File: config.mk
export PLATFORM = sky130hd
export DESIGN_NAME = toggle_pulse_gen
export DESIGN_NICKNAME = d
export VERILOG_FILES = /design/src/rtl/toggle_pulse_gen_pkg.sv /design/src/rtl/toggle_pulse_gen_sync_chain.sv /design/src/rtl/toggle_pulse_gen.sv
export SDC_FILE = /design/constraint.sdc
export NUM_CORES = 1
export LEC_CHECK = 0
export ABC_AREA = 1
export CORE_AREA = 2 2 39 41
export DETAILED_ROUTE_END_ITERATION = 10
export DIE_AREA = 0 0 41 43
export GPL_TIMING_DRIVEN = 0
export SLEW_MARGIN = 40
export SYNTH_ARGS = -nofsm -noshare
export SYNTH_HDL_FRONTEND = slang
export SYNTH_SLANG_ARGS = --single-unit
File: constraint.sdc
create_clock -name clk -period 3.05 [get_ports clk]
set_input_delay 0.61 -clock clk [delete_from_list [all_inputs] [get_ports clk]]
set_output_delay 0.61 -clock clk [all_outputs]
set_load 0.05 [all_outputs]
File: src/rtl/toggle_pulse_gen_pkg.sv
// rtl/toggle_pulse_gen_pkg.sv - shared state encodings and parameter checks for button-input blocks
//
// Contents:
//   btn_state_t     debounce FSM state encoding (reused by other button-input blocks)
//   *_MIN           lowest legal values of the block parameters
//   params_legal()  true when a parameter set is usable
//   cnt_width()     width of a counter that must reach DEBOUNCE_CYCLES
package toggle_pulse_gen_pkg;

    typedef enum logic [1:0] {
        ST_LOW    = 2'd0,
        ST_WAIT_H = 2'd1,
        ST_HIGH   = 2'd2,
        ST_WAIT_L = 2'd3
    } btn_state_t;

    localparam int SYNC_STAGES_MIN     = 2;
    localparam int DEBOUNCE_CYCLES_MIN = 1;

    function automatic bit params_legal(input int sync_stages, input int debounce_cycles);
        return (sync_stages >= SYNC_STAGES_MIN) && (debounce_cycles >= DEBOUNCE_CYCLES_MIN);
    endfunction

    // Counter width able to hold 0..debounce_cycles; clamped so an illegal
    // value still gives a non-zero width while the legality check reports it.
    function automatic int cnt_width(input int debounce_cycles);
        if (debounce_cycles < DEBOUNCE_CYCLES_MIN) begin
            return 1;
        end
        return $clog2(debounce_cycles + 1);
    endfunction

endpackage

File: src/rtl/toggle_pulse_gen_sync_chain.sv
// rtl/toggle_pulse_gen_sync_chain.sv - plain flop chain for bringing an asynchronous level into clk
//
// Ports:
//   clk    in   rising-edge clock
//   reset  in   synchronous active-high reset, clears every stage
//   d      in   asynchronous input level
//   q      out  d delayed by STAGES rising edges (last stage)
module sync_chain
    import toggle_pulse_gen_pkg::*;
#(
    parameter int STAGES = 2
) (
    input  logic clk,
    input  logic reset,
    input  logic d,
    output logic q
);

    if (STAGES < SYNC_STAGES_MIN) begin : g_bad_stages
        $error("sync_chain: STAGES must be at least 2");
    end

    logic [STAGES-1:0] stage;

    always_ff @(posedge clk) begin
        if (reset) begin
            stage <= '0;
        end else begin
            stage <= {stage[STAGES-2:0], d};
        end
    end

    assign q = stage[STAGES-1];

endmodule

File: src/rtl/toggle_pulse_gen.sv
// rtl/toggle_pulse_gen.sv - button debouncer producing one clean t_out pulse per accepted edge
//
// Ports:
//   clk     in   rising-edge clock
//   reset   in   synchronous active-high reset; wins over everything, drops a pending edge
//   btn_in  in   raw button level, asynchronous, may bounce
//   t_out   out  registered single-cycle pulse per accepted press (and release if enabled)
//   level   out  registered debounced button level
//   busy    out  high while a candidate edge is being qualified
module toggle_pulse_gen
    import toggle_pulse_gen_pkg::*;
#(
    parameter int SYNC_STAGES      = 2,
    parameter int DEBOUNCE_CYCLES  = 4,
    parameter bit PULSE_ON_RELEASE = 1'b0
) (
    input  logic clk,
    input  logic reset,
    input  logic btn_in,
    output logic t_out,
    output logic level,
    output logic busy
);

    if (!params_legal(SYNC_STAGES, DEBOUNCE_CYCLES)) begin : g_bad_params
        $error("toggle_pulse_gen: SYNC_STAGES must be >= 2 and DEBOUNCE_CYCLES >= 1");
    end

    localparam int                CNT_W    = cnt_width(DEBOUNCE_CYCLES);
    localparam logic [CNT_W-1:0]  CNT_LAST = CNT_W'(DEBOUNCE_CYCLES - 1);

    logic             s;
    btn_state_t       state;
    logic [CNT_W-1:0] cnt;

    sync_chain #(
        .STAGES (SYNC_STAGES)
    ) u_sync (
        .clk   (clk),
        .reset (reset),
        .d     (btn_in),
        .q     (s)
    );

    // level/busy are loaded with the value that matches the next state, so
    // they are registered yet always consistent with state.
    always_ff @(posedge clk) begin
        if (reset) begin
            state <= ST_LOW;
            cnt   <= '0;
            t_out <= 1'b0;
            level <= 1'b0;
            busy  <= 1'b0;
        end else begin
            t_out <= 1'b0;
            case (state)
                ST_LOW: begin
                    if (s) begin
                        state <= ST_WAIT_H;
                        cnt   <= '0;
                        busy  <= 1'b1;
                    end
                end
                ST_WAIT_H: begin
                    if (!s) begin
                        state <= ST_LOW;
                        busy  <= 1'b0;
                    end else if (cnt == CNT_LAST) begin
                        state <= ST_HIGH;
                        t_out <= 1'b1;
                        level <= 1'b1;
                        busy  <= 1'b0;
                    end else begin
                        cnt <= cnt + CNT_W'(1);
                    end
                end
                ST_HIGH: begin
                    if (!s) begin
                        state <= ST_WAIT_L;
                        cnt   <= '0;
                        busy  <= 1'b1;
                    end
                end
                ST_WAIT_L: begin
                    if (s) begin
                        state <= ST_HIGH;
                        busy  <= 1'b0;
                    end else if (cnt == CNT_LAST) begin
                        state <= ST_LOW;
                        t_out <= PULSE_ON_RELEASE;
                        level <= 1'b0;
                        busy  <= 1'b0;
                    end else begin
                        cnt <= cnt + CNT_W'(1);
                    end
                end
                default: begin
                    state <= ST_LOW;
                    cnt   <= '0;
                    level <= 1'b0;
                    busy  <= 1'b0;
                end
            endcase
        end
    end

endmodule

==> results.cfg <==
[logic_synthesis]
synth_area_leader_cell = dfxtp_1
syn_area_um2 = 416.7
syn_inst = 54
synth_fp_nets = 59
ys_seq_area_share_pct = 48.05
avgSynthCellArea_um2 = 7.716
ys_ff_latch = 10
synth_top_area_share_pct = 48.05
ys_top_cells_by_area = dfxtp_1, nand2_1, inv_1
yosysWarnings = 0
ys_types = 14

[cts]
cts_hold_buffers = 0
clk_pin_slew_ns = 0.06
tritoncts = done
cts_setup_buffers = 0
cts.sinks = 10
h-tree-depth = 1
cts_resized = 0
cts-root-buf = clkbuf_4
clock_latency_ns = 0.26
numCtsBuffers = 3
clk_path_buf_depth = 2

[detailed_routing]
viasPerCell = 4.474
ant_nets = 0
routed_wl_um = 665
drtIter0Drc = 5
routedWlPerCell_um = 8.526
dr.pass1.iters = 3
drc = 0
via_count = 349

[status]
outcome = complete, no violations

[worst_setup_path]
crit_path_start_kind = flip-flop
cp.buffers_inverters = 1
slowest_delay_ns = 0.79
worstPathMaxFanout = 2
cp_top_family = buffers and inverters
ff2ff_setup_slack_ns = 1.77
end_kind = primary output
worstPathCellList = clkdlybuf4s50_1
worst-setup-path-type = reg -> out
arrival_ns = 1.38
slowest_stage = clkdlybuf4s50_1
worstPathRequired_ns = 2.44

[global_routing]
grt_use_total_pct = 9.274
grt_max_degree = 8
antenna_found_initial = 0
grt_pass1_vias = 276
gr-total-overflow = 0
grt_pass1_wl_um = 1069

[floorplan]
initial_utilization_pct = 30.11
die_h_um = 43
row_count = 14
die_x_um = 41
core_um2 = 1384
ios = 6
dieArea_um2 = 1763

[place]
io_buffers = 5
dp_hpwl_um = 488.1
place_congestion = 0.7551
pre_cts_slack_ns = 1.337

[sta]
fin_ws_ns = 1.059
drv_slew = 0
clock_skew_ns = 0.003674
final_hold_viol_count = 0
post-route-period-util_pct = 65.28
tns_ns = 0
relSlewSlack_pct = 67.47
worstMarginPinSlew_ns = 0.4864
whs_ns = 0.4055
min_period_ns = 1.991
fmax_ghz = 0.5023
grt_setup_unrepaired = false
timing.final.setup_violations = 0

[power_and_ir_drop]
p_int_mw = 0.1845
sw_frac_of_total_pct = 22.67
p_switching_mw = 0.05410
pwr-share-comb_pct = 6.6
peakVddDrop_mv = 0.1723
power_density_nw_per_um2 = 468.6
clockPowerShare_pct = 37.1
p_leak_nw = 0.2208
pwr-share-seq_pct = 56.3

[final_layout]
syn_to_final_growth_pct = 22.22
layout-drive-gt1-share_pct = 16.13
n_antenna_cell = 0
final_nets = 69
fillers = 153

[job]
drv_cap = 0

[hold_path]
worstHoldPathType = reg -> reg
## sequential cells by signal, indices dropped and copies added (netlist names), named ones only
signal,cells
busy,1
cnt,3
level,1
state,1
t_out,1
u_sync.stage,2
## power by group through the flow
stage / Clock, mW / Sequential (mW) / Combinational, mW
2_1_floorplan: 0 / 0.140 / 0.00720
3_3_place_gp: 0 / 0.137 / 0.0157
3_5_place_dp: 0 / 0.137 / 0.0158
4_1_cts: 0.0934 / 0.134 / 0.0159
5_1_grt: 0.0978 / 0.135 / 0.0176
6_report: 0.0884 / 0.134 / 0.0158
## synth_stat cells, drive strengths merged
cell type	n
nor2	8
nor3	2
a21oi	5
nand2	12
nand3	4
ha	2
o21ai	2
inv	9
dfxtp	10
## kinds of logic (layout without fill, tap and decap cells)
family                   after synthesis  in the layout  synth area share, %
AND/OR/NAND/NOR                       26             26                29.43
flip-flops                            10             10                48.05
buffers and inverters                  9             17                8.110
AO/OA/AOI/OAI                          7              7                8.405
adder cells (fa/ha/maj)                2              2                6.005
## layout by cell type (no fill, tap or decap), drive strengths merged
cell type and instances:
nor3 2, nand3 4, dfxtp 10, inv 9, ha 2, a21oi 5
clkdlybuf4s50 5, clkbuf 3, nand2 12, o21ai 2, nor2 8
## worst paths after layout
kind,depth (start not counted),to,from
setup / recovery,1,busy,busy
hold / removal,2,u_sync.stage[1],u_sync.stage[0]
setup reg to reg,6,cnt[1],cnt[0]
hold reg to reg,2,u_sync.stage[1],u_sync.stage[0]
## per-layer routing
metal	up-vias	share of wire [%]	global-route usage (%)	routed length, µm
met3	0	3.6	3.141	24
met1	154	51	11.07	337
li1	189	-	-	-
met4	0	0	8.000	0
met5	-	0	0	0
met2	6	46	12.50	303
## final cells by class
class	instances	area, µm²	area share, %
clock buffers	3	22.52	4.423
repair buffers	5	50.05	9.828
multi-input cells	35	182.7	35.87
inverters	9	33.78	6.634
well taps	16	20.02	3.931
flip-flops and latches	10	200.2	39.31
## stage by stage
stage	cell area [µm²]	instances	util [%]	power [mW]
finish	509.2	78	36.80	0.2387
global route	509.2	78	36.80	0.2501
CTS	509.2	78	36.80	0.2438
detailed placement	486.7	75	35.17	0.1533
global placement	486.7	75	35.17	0.1531
floorplan	416.7	54	-	0.1468
(Power assumes the default switching activity.)
